### src/rtl/fetch_queue_pkg.sv
// ============================================================================
// Module   : fetch_pkg
// Brief    : Shared types and constants for the fetch/decode decoupling queue.
// Revision : 1.0 - initial release
// ============================================================================
`default_nettype none

package fetch_pkg;

  localparam int XLEN = 32;

  // Decode issues this when no bundle is available (addi x0, x0, 0).
  localparam logic [XLEN-1:0] NOP_INSTR = 32'h0000_0013;

  typedef struct packed {
    logic [XLEN-1:0] pc;
    logic [XLEN-1:0] pc_next;
    logic [XLEN-1:0] instr;
  } fetch_bundle_t;

endpackage

`default_nettype wire

### src/rtl/fetch_queue_if.sv
// ============================================================================
// Module   : fetch_queue_if
// Brief    : Enqueue/dequeue handshake bundle between fetch, queue and decode.
// Revision : 1.0 - initial release
// ============================================================================
`default_nettype none

interface fetch_queue_if #(
  parameter int DEPTH = 4,
  parameter int XLEN  = fetch_pkg::XLEN
);
  localparam int CW = $clog2(DEPTH) + 1;

  logic            flush;
  logic            enq_valid;
  logic            enq_ready;
  logic [XLEN-1:0] enq_pc;
  logic [XLEN-1:0] enq_pc_next;
  logic [XLEN-1:0] enq_instr;
  logic            deq_valid;
  logic            deq_ready;
  logic [XLEN-1:0] deq_pc;
  logic [XLEN-1:0] deq_pc_next;
  logic [XLEN-1:0] deq_instr;
  logic [CW-1:0]   count;

  modport master (
    output flush, enq_valid, enq_pc, enq_pc_next, enq_instr, deq_ready,
    input  enq_ready, deq_valid, deq_pc, deq_pc_next, deq_instr, count
  );

  modport slave (
    input  flush, enq_valid, enq_pc, enq_pc_next, enq_instr, deq_ready,
    output enq_ready, deq_valid, deq_pc, deq_pc_next, deq_instr, count
  );

endinterface

`default_nettype wire

### src/rtl/fetch_queue_mem.sv
// ============================================================================
// Module   : fetch_queue_mem
// Brief    : DEPTH x WIDTH register array, one write port, async read port.
// Revision : 1.0 - initial release
// ============================================================================
`default_nettype none

module fetch_queue_mem #(
  parameter int DEPTH = 4,
  parameter int WIDTH = 96
) (
  input  wire logic                     clk,
  input  wire logic                     we_i,
  input  wire logic [$clog2(DEPTH)-1:0] waddr_i,
  input  wire logic [WIDTH-1:0]         wdata_i,
  input  wire logic [$clog2(DEPTH)-1:0] raddr_i,
  output logic      [WIDTH-1:0]         rdata_o
);

  // Intentionally not reset: the queue masks outputs whenever nothing is valid.
  logic [WIDTH-1:0] mem_q [DEPTH];

  always_ff @(posedge clk) begin
    if (we_i) begin
      mem_q[waddr_i] <= wdata_i;
    end
  end

  assign rdata_o = mem_q[raddr_i];

endmodule

`default_nettype wire

### src/rtl/fetch_queue.sv
// ============================================================================
// Module   : fetch_queue
// Brief    : Circular-buffer FIFO decoupling instruction fetch from decode,
//            flushed on redirect. Optional zero-latency empty-queue bypass
//            enabled by defining FETCH_QUEUE_BYPASS_EN.
// Revision : 1.0 - initial release
// ============================================================================
`default_nettype none

module fetch_queue
  import fetch_pkg::*;
#(
  parameter int DEPTH = 4
) (
  input  wire logic   clk,
  input  wire logic   rst,
  fetch_queue_if.slave q_if
);

  localparam int PW = $clog2(DEPTH);
  localparam int CW = PW + 1;
  localparam logic [CW-1:0] FULL_CNT = CW'(DEPTH);

  logic [PW-1:0] wr_ptr_q, wr_ptr_d;
  logic [PW-1:0] rd_ptr_q, rd_ptr_d;
  logic [CW-1:0] count_q,  count_d;

  fetch_bundle_t enq_bundle;
  fetch_bundle_t head_bundle;
  fetch_bundle_t mem_rdata;
  logic          bypass;
  logic          enq_fire;
  logic          deq_fire;
  logic          wr_en;
  logic          rd_adv;

  assign enq_bundle = '{pc:      q_if.enq_pc,
                        pc_next: q_if.enq_pc_next,
                        instr:   q_if.enq_instr};

`ifdef FETCH_QUEUE_BYPASS_EN
  assign bypass = (count_q == '0) && q_if.enq_valid && !q_if.flush;
`else
  assign bypass = 1'b0;
`endif

  assign q_if.enq_ready = (count_q != FULL_CNT) && !q_if.flush;
  assign q_if.deq_valid = ((count_q != '0) || bypass) && !q_if.flush;

  assign enq_fire = q_if.enq_valid && q_if.enq_ready;
  assign deq_fire = q_if.deq_valid && q_if.deq_ready;

  // A bypassed bundle consumed in the same cycle never touches storage.
  assign wr_en  = enq_fire && !(bypass && q_if.deq_ready);
  assign rd_adv = deq_fire && !bypass;

  fetch_queue_mem #(
    .DEPTH (DEPTH),
    .WIDTH ($bits(fetch_bundle_t))
  ) u_mem (
    .clk     (clk),
    .we_i    (wr_en),
    .waddr_i (wr_ptr_q),
    .wdata_i (enq_bundle),
    .raddr_i (rd_ptr_q),
    .rdata_o (mem_rdata)
  );

  assign head_bundle = bypass ? enq_bundle : mem_rdata;

  assign q_if.deq_pc      = q_if.deq_valid ? head_bundle.pc      : '0;
  assign q_if.deq_pc_next = q_if.deq_valid ? head_bundle.pc_next : '0;
  assign q_if.deq_instr   = q_if.deq_valid ? head_bundle.instr   : '0;
  assign q_if.count       = count_q;

  always_comb begin
    wr_ptr_d = wr_ptr_q;
    rd_ptr_d = rd_ptr_q;
    count_d  = count_q;
    if (q_if.flush) begin
      wr_ptr_d = '0;
      rd_ptr_d = '0;
      count_d  = '0;
    end else begin
      if (wr_en) begin
        wr_ptr_d = wr_ptr_q + 1'b1;
      end
      if (rd_adv) begin
        rd_ptr_d = rd_ptr_q + 1'b1;
      end
      case ({wr_en, rd_adv})
        2'b10:   count_d = count_q + 1'b1;
        2'b01:   count_d = count_q - 1'b1;
        default: count_d = count_q;
      endcase
    end
  end

  always_ff @(posedge clk) begin
    if (rst) begin
      wr_ptr_q <= '0;
      rd_ptr_q <= '0;
      count_q  <= '0;
    end else begin
      wr_ptr_q <= wr_ptr_d;
      rd_ptr_q <= rd_ptr_d;
      count_q  <= count_d;
    end
  end

endmodule

`default_nettype wire

### src/flat_wrapper.sv
// flat-port wrapper written by rule: the top's interface ports become plain ports
module fetch_queue_flat import fetch_pkg::*;
#(
  parameter int DEPTH = 4
)
  (clk, rst, q_if_flush, q_if_enq_valid, q_if_enq_pc, q_if_enq_pc_next, q_if_enq_instr, q_if_deq_ready, q_if_enq_ready, q_if_deq_valid, q_if_deq_pc, q_if_deq_pc_next, q_if_deq_instr, q_if_count);
  fetch_queue_if #(.DEPTH(DEPTH), .XLEN(XLEN)) q_if_i ();
  input  wire logic clk;
  input  wire logic rst;
  input wire logic [$bits(q_if_i.flush)-1:0] q_if_flush;
  input wire logic [$bits(q_if_i.enq_valid)-1:0] q_if_enq_valid;
  input wire logic [$bits(q_if_i.enq_pc)-1:0] q_if_enq_pc;
  input wire logic [$bits(q_if_i.enq_pc_next)-1:0] q_if_enq_pc_next;
  input wire logic [$bits(q_if_i.enq_instr)-1:0] q_if_enq_instr;
  input wire logic [$bits(q_if_i.deq_ready)-1:0] q_if_deq_ready;
  output wire logic [$bits(q_if_i.enq_ready)-1:0] q_if_enq_ready;
  output wire logic [$bits(q_if_i.deq_valid)-1:0] q_if_deq_valid;
  output wire logic [$bits(q_if_i.deq_pc)-1:0] q_if_deq_pc;
  output wire logic [$bits(q_if_i.deq_pc_next)-1:0] q_if_deq_pc_next;
  output wire logic [$bits(q_if_i.deq_instr)-1:0] q_if_deq_instr;
  output wire logic [$bits(q_if_i.count)-1:0] q_if_count;
  assign q_if_i.flush = q_if_flush;
  assign q_if_i.enq_valid = q_if_enq_valid;
  assign q_if_i.enq_pc = q_if_enq_pc;
  assign q_if_i.enq_pc_next = q_if_enq_pc_next;
  assign q_if_i.enq_instr = q_if_enq_instr;
  assign q_if_i.deq_ready = q_if_deq_ready;
  assign q_if_enq_ready = q_if_i.enq_ready;
  assign q_if_deq_valid = q_if_i.deq_valid;
  assign q_if_deq_pc = q_if_i.deq_pc;
  assign q_if_deq_pc_next = q_if_i.deq_pc_next;
  assign q_if_deq_instr = q_if_i.deq_instr;
  assign q_if_count = q_if_i.count;
  fetch_queue #(.DEPTH(DEPTH)) u_core (.clk(clk), .rst(rst), .q_if(q_if_i));
endmodule
### config.mk
export PLATFORM = sky130hd
export DESIGN_NAME = fetch_queue_flat
export DESIGN_NICKNAME = d
export VERILOG_FILES = /design/src/rtl/fetch_queue_pkg.sv /design/src/rtl/fetch_queue_if.sv /design/src/rtl/fetch_queue_mem.sv /design/src/rtl/fetch_queue.sv /design/src/flat_wrapper.sv
export SDC_FILE = /design/constraint.sdc
export NUM_CORES = 1
export LEC_CHECK = 0
export ABC_AREA = 0
export CAP_MARGIN = 20
export CELL_PAD_IN_SITES_DETAIL_PLACEMENT = 0
export CELL_PAD_IN_SITES_GLOBAL_PLACEMENT = 1
export CORE_UTILIZATION = 51
export DETAILED_ROUTE_END_ITERATION = 12
export PLACE_DENSITY = 0.85
export SYNTH_ARGS = -nofsm -noshare
export SYNTH_HDL_FRONTEND = slang
export SYNTH_SLANG_ARGS = --single-unit
### constraint.sdc
create_clock -name clk -period 10.1 [get_ports clk]
set_input_delay 2.02 -clock clk [delete_from_list [all_inputs] [get_ports clk]]
set_output_delay 2.02 -clock clk [all_outputs]
set_load 0.005 [all_outputs]
==> impl_metrics.env, run 1 <==
export IMPL_outcome="completed"
export IMPL_p_int_mw=2.65
export IMPL_grt_pass1_wl_um=42500
export IMPL_drive_gt1_frac=0.185
export IMPL_antenna_cells=0
export IMPL_cts_sinks=393
export IMPL_rrSetupSlack_ps=7390
export IMPL_slowest_delay_ps=600
export IMPL_cts_root_buf="clkbuf_16"
export IMPL_post_place_ws_ps=3710
export IMPL_fin_area_mm2=0.0186
export IMPL_clk_pin_slew_ps=60
export IMPL_synthCells=668
export IMPL_syn_to_final_growth_pct=23.9
export IMPL_drt_pass1_iter_count=5
export IMPL_yosysUniqueCellTypes=29
export IMPL_antenna_found_initial=0
export IMPL_viasPerCell=5.40
export IMPL_initial_core_util=0.521
export IMPL_ys_seq_elements=393
export IMPL_setup_violations=0
export IMPL_synth_area_per_cell_um2=22.4
export IMPL_ctsResizeCount=0
export IMPL_gp_congestion=0.730
export IMPL_worstSetupPathType="input pin to primary output"
export IMPL_p_comb_frac=0.038
export IMPL_end_kind="primary output"
export IMPL_drc=0
export IMPL_hpwlAfterDp_um=15600
export IMPL_crit_arrival_ps=4340
export IMPL_rows=62
export IMPL_fillers=1924
export IMPL_skew_ps=9.02
export IMPL_vdd_ir_drop_max_mv=0.120
export IMPL_required_ps=8080
export IMPL_max_cap_viol_count=0
export IMPL_dp_cells=1226
export IMPL_grt_overflow=0
export IMPL_postCtsSetupBuffers=0
export IMPL_dieHeight_um=173
export IMPL_path_max_fanout=97
export IMPL_finalHoldViolCount=0
export IMPL_timing_critical_path_mode_cell="clkdlybuf4s50_1"
export IMPL_final_instance_count_excl_fill=1297
export IMPL_synthesis_nets=775
export IMPL_tightest_slew_ps=941
export IMPL_grt_use_total=0.185
export IMPL_ioPinCount=202
export IMPL_fmax_mhz=157
export IMPL_coreArea_mm2=0.0288
export IMPL_routedWlPerCell_um=20.8
export IMPL_path_buf_inv=4
export IMPL_path_cells="clkdlybuf4s50_1 -> or2_4 -> inv_2 -> buf_4 -> and2_1 -> clkdlybuf4s50_1"
export IMPL_period_minus_slack_ps=6360
export IMPL_finalSetupTns_ps=0
export IMPL_p_sw_frac=0.190
export IMPL_power_mw=3.27
export IMPL_fin_ws_ps=3740
export IMPL_maxSlewViolCount=0
export IMPL_antenna_left=0
export IMPL_worst_path_max_delay_cell="buf_4"
export IMPL_rsz0062_at_grt="false"
export IMPL_hold_path_class="register to register"
export IMPL_yosys_warnings=0
export IMPL_sequentialPowerShare=0.557
export IMPL_vias=7009
export IMPL_synth_seq_area_share=0.781
export IMPL_netlist_area_mm2=0.0150
export IMPL_dieArea_mm2=0.0301
export IMPL_powerDensity_mw_per_mm2=176
export IMPL_leakage_nw=5.82
export IMPL_clk_latency_ps=510
export IMPL_p_switching_mw=0.622
export IMPL_slew_headroom=0.373
export IMPL_start_kind="input pin"
export IMPL_ctsLongestPathBuffers=3
export IMPL_cts_tree="done"
export IMPL_fin_crit_sh=0.630
export IMPL_placed_cell_area_mm2=0.0174
export IMPL_cts_buffers=39
export IMPL_die_w_um=173
export IMPL_grt_start_max_net_pins=98
export IMPL_drt_total_wl_um=27000
export IMPL_path_delay_family="buffers and inverters"
export IMPL_first_global_vias=7478
export IMPL_htree_num_levels=2
export IMPL_holdBufCountCts=0
export IMPL_nNetsFinal=991
export IMPL_clkPwrFrac=0.405
export IMPL_numPortBuffers=201
export IMPL_drt_initial_drc_count=442
[placed cells by master (no fill, tap or decap), types with 2 or more instances in the layout]
cell / synthesis / final
ha_1: 5 / 5
edfxtp_1: 384 / 384
nor2_1: 5 / 5
clkdlybuf4s50_1: 0 / 201
or3_1: 3 / 3
bufinv_16: 0 / 2
clkbuf_16: 0 / 39
o21ai_0: 2 / 2
clkinv_2: 0 / 11
and3_4: 0 / 4
buf_4: 0 / 7
clkbuf_1: 15 / 6
dfxtp_4: 0 / 2
a21oi_1: 4 / 4
nor2b_1: 2 / 2
dfxtp_1: 9 / 7
xor2_1: 2 / 2
and2_1: 97 / 97
clkinv_1: 0 / 9
o31ai_1: 3 / 3
mux4_2: 96 / 96
inv_1: 7 / 7
[worst register-to-register path: cells and delay by family, from the launching register on]
| family | cells | cell delay, ps |
|---|---|---|
| flip-flops | 1 | 450 |
| AND/OR/NAND/NOR | 2 | 1130 |
| buffers and inverters | 1 | 700 |
[stage by stage]
stage                     hold slack, ps  utilization
after detailed placement             512        0.604
final                                509        0.646
after global placement               469        0.604
after CTS                            524        0.645
after global routing                 561        0.646
after floorplan                      459            -
[kinds of logic after synthesis]
| group | Yosys count | share of synthesized area |
|---|---|---|
| AO/OA/AOI/OAI | 11 | 0.00459 |
| multiplexers | 96 | 0.144 |
| adder cells (fa/ha/maj) | 6 | 0.00551 |
| buffers and inverters | 42 | 0.0146 |
| XOR/XNOR | 2 | 0.00117 |
| AND/OR/NAND/NOR | 118 | 0.0490 |
| flip-flops | 393 | 0.781 |
[Yosys cell counts]
cell type / number / area [µm²]
inv_2: 1 / 3.75
nand3_1: 1 / 5.00
nor2_1: 5 / 18.8
a21o_1: 1 / 7.51
nand4_1: 1 / 6.26
o31ai_1: 3 / 22.5
nand3b_1: 1 / 7.51
or2_2: 1 / 6.26
mux4_2: 96 / 2160
inv_1: 7 / 26.3
and2_1: 97 / 607
nor2b_1: 2 / 12.5
clkbuf_2: 1 / 5.00
or3b_1: 1 / 8.76
buf_2: 12 / 60.1
o311ai_0: 1 / 8.76
buf_6: 6 / 67.6
a21oi_1: 4 / 20.0
nor3_2: 1 / 10.0
edfxtp_1: 384 / 11500
xor2_1: 2 / 17.5
o21ai_0: 2 / 10.0
or2_4: 1 / 8.76
fa_1: 1 / 20.0
clkbuf_1: 15 / 56.3
and3_1: 4 / 25.0
ha_1: 5 / 62.6
or3_1: 3 / 18.8
dfxtp_1: 9 / 180
[path summary, 6_finish.rpt]
check,from,endpoint,cells after the start
setup / recovery,q_if_flush,q_if_deq_pc[31],6
setup reg to reg,u_core.q_if.count[1],u_core.u_mem.mem_q[3][47],3
hold / removal,u_core.rd_ptr_q[1],register,2
hold reg to reg,u_core.rd_ptr_q[1],register,2
[sequential cells by signal (all words and copies together), names as in the netlist, named ones only]
register / flops
u_core.u_mem.mem_q: 384
u_core.rd_ptr_q: 2
u_core.wr_ptr_q: 2
u_core.q_if.count: 3
[power groups by stage]
stage / Sequential, mW / Combinational (mW) / Clock (mW)
detailed placement: 1.86 / 0.124 / 0
CTS: 1.82 / 0.125 / 1.36
floorplan: 1.86 / 0.0419 / 0
global route: 1.82 / 0.134 / 1.42
finish: 1.82 / 0.123 / 1.32
global placement: 1.85 / 0.121 / 0
[layout make-up]
class / count / area, µm² / share of cell area
flip-flops and latches: 393 / 11700 / 0.631
multi-input cells: 233 / 3090 / 0.166
repair buffers: 209 / 2090 / 0.113
clock buffers: 45 / 998 / 0.0537
well taps: 384 / 480 / 0.0259
clock inverters: 25 / 174 / 0.00936
inverters: 8 / 30.0 / 0.00162
[routing by layer]
layer | GRT usage | wire [µm] | up-vias
met5 | 0 | 0 | -
met4 | 0.0420 | 391 | 0
met3 | 0.0439 | 1800 | 38
met2 | 0.304 | 13600 | 235
met1 | 0.254 | 11200 | 3581
li1 | - | - | 3155
Power figures use the tool's default switching activity.
==> run 2: changes to the inputs <==
Settings changed: CORE_UTILIZATION 51 to 43, PLACE_DENSITY 0.85 to 0.77.
Clock period 10.1 ns to 5.6 ns, I/O delays scaled along.
==> run 2 against run 1 <==
  * Via count increased by 0.43%
  * Flip-flop and latch count did not move
  * Critical endpoint is now q_if_deq_instr[18]
  * Critical path depth did not move
  * Worst setup slack worse by 2700 ps
  * Cell area is 1.3% higher
  * Die area is 18% higher
  * Utilization decreased by 9.9 points
  * Global-route usage down 2.7 points
  * Total power up 83%
  * Worst hold slack got worse by 24 ps
==> impl_metrics.env, run 2 (same netlist as run 1, synthesis figures left out) <==
export IMPL_drt_pass1_iter_count=5
export IMPL_tightest_slew_ps=805
export IMPL_hold_path_class="register to register"
export IMPL_cts_sinks=393
export IMPL_drt_initial_drc_count=464
export IMPL_sequentialPowerShare=0.548
export IMPL_power_mw=5.99
export IMPL_outcome="completed"
export IMPL_antenna_cells=0
export IMPL_period_minus_slack_ps=4590
export IMPL_crit_arrival_ps=3470
export IMPL_finalHoldViolCount=0
export IMPL_coreArea_mm2=0.0345
export IMPL_start_kind="input pin"
export IMPL_p_sw_frac=0.190
export IMPL_fin_crit_sh=0.820
export IMPL_p_switching_mw=1.14
export IMPL_cts_root_buf="clkbuf_16"
export IMPL_worstSetupPathType="input pin to primary output"
export IMPL_antenna_left=0
export IMPL_ctsResizeCount=0
export IMPL_mostFrequentLayoutCell="edfxtp_1"
export IMPL_drt_total_wl_um=27800
export IMPL_postCtsSetupBuffers=0
export IMPL_initial_core_util=0.435
export IMPL_required_ps=4480
export IMPL_fmax_mhz=218
export IMPL_drc=0
export IMPL_dieArea_mm2=0.0356
export IMPL_routedWlPerCell_um=20.3
export IMPL_ctsLongestPathBuffers=3
export IMPL_p_int_mw=4.85
export IMPL_regMostFlops="u_core.u_mem.mem_q"
export IMPL_rows=68
export IMPL_vias=7039
export IMPL_finalSetupTns_ps=0
export IMPL_rsz0062_at_grt="false"
export IMPL_die_w_um=189
export IMPL_vdd_ir_drop_max_mv=0.269
export IMPL_syn_to_final_growth_pct=25.5
export IMPL_max_cap_viol_count=0
export IMPL_grt_use_total=0.158
export IMPL_clk_pin_slew_ps=60
export IMPL_clkPwrFrac=0.414
export IMPL_holdBufCountCts=0
export IMPL_end_kind="primary output"
export IMPL_grt_overflow=0
export IMPL_ioPinCount=202
export IMPL_powerDensity_mw_per_mm2=318
export IMPL_cts_buffers=39
export IMPL_numPortBuffers=201
export IMPL_fillers=2660
export IMPL_largest_reg_flops=384
export IMPL_slew_headroom=0.463
export IMPL_viasPerCell=5.13
export IMPL_drive_gt1_frac=0.188
export IMPL_skew_ps=10.6
export IMPL_hpwlAfterDp_um=16300
export IMPL_gp_congestion=0.713
export IMPL_p_comb_frac=0.038
export IMPL_clk_latency_ps=520
export IMPL_maxSlewViolCount=0
export IMPL_nNetsFinal=994
export IMPL_first_global_vias=7344
export IMPL_dieHeight_um=189
export IMPL_htree_num_levels=2
export IMPL_layout_common_cells="edfxtp_1, clkdlybuf4s50_1, and2_1"
export IMPL_cts_tree="done"
export IMPL_setup_violations=0
export IMPL_leakage_nw=5.87
export IMPL_grt_start_max_net_pins=86
export IMPL_antenna_found_initial=1
export IMPL_grt_pass1_wl_um=42600
export IMPL_path_max_fanout=58
[run 2: worst paths after layout]
path                        start                    to  slack [ps]  cells past startpoint
max                    q_if_flush    q_if_deq_instr[18]        1010                      6
min            u_core.rd_ptr_q[1]              register         490                      2
max reg2reg  u_core.q_if.count[2]  u_core.q_if.count[2]        3140                      9
min reg2reg    u_core.rd_ptr_q[1]              register         490                      2
[run 2: area by class of cell]
cell class,instances,area (µm²),share of cell area
timing repair buffer,212,2190,0.117
clock buffer,52,1080,0.0572
clock inverter,18,150,0.00798
multi-input combinational,233,3090,0.164
sequential,393,11700,0.623
inverter,8,30.0,0.00160
tap,455,569,0.0302
[run 2: metal layers]
metal | share of wire | GRT usage | up-vias
met5 | 0.00036 | 0 | -
met4 | 0.012 | 0.0354 | 2
met3 | 0.057 | 0.0384 | 31
met2 | 0.48 | 0.254 | 196
met1 | 0.45 | 0.220 | 3653
li1 | - | - | 3157
[run 2: worst max-delay path, cell delays in order]
cell	delay, ps
clkdlybuf4s50_1	530
or2_4	320
inv_2	480
buf_12	280
and2_1	170
clkdlybuf4s50_1	500
[run 2: power groups by stage]
| stage | registers [mW] | clock network [mW] | logic (mW) |
|---|---|---|---|
| 2_1_floorplan | 3.35 | 0 | 0.0756 |
| 3_3_place_gp | 3.34 | 0 | 0.223 |
| 3_5_place_dp | 3.34 | 0 | 0.228 |
| 4_1_cts | 3.28 | 2.55 | 0.229 |
| 5_1_grt | 3.28 | 2.65 | 0.244 |
| 6_report | 3.28 | 2.48 | 0.225 |
[run 2: through the flow]
stage	hold WS (ps)	instances	setup WS (ps)	cell area (µm²)	utilization
CTS	494	1371	1000	18800	0.546
detailed placement	484	1301	1010	17600	0.511
global route	521	1371	869	18800	0.546
global placement	463	1301	1070	17600	0.511
finish	485	1371	1010	18800	0.546
floorplan	459	668	1400	15000	-
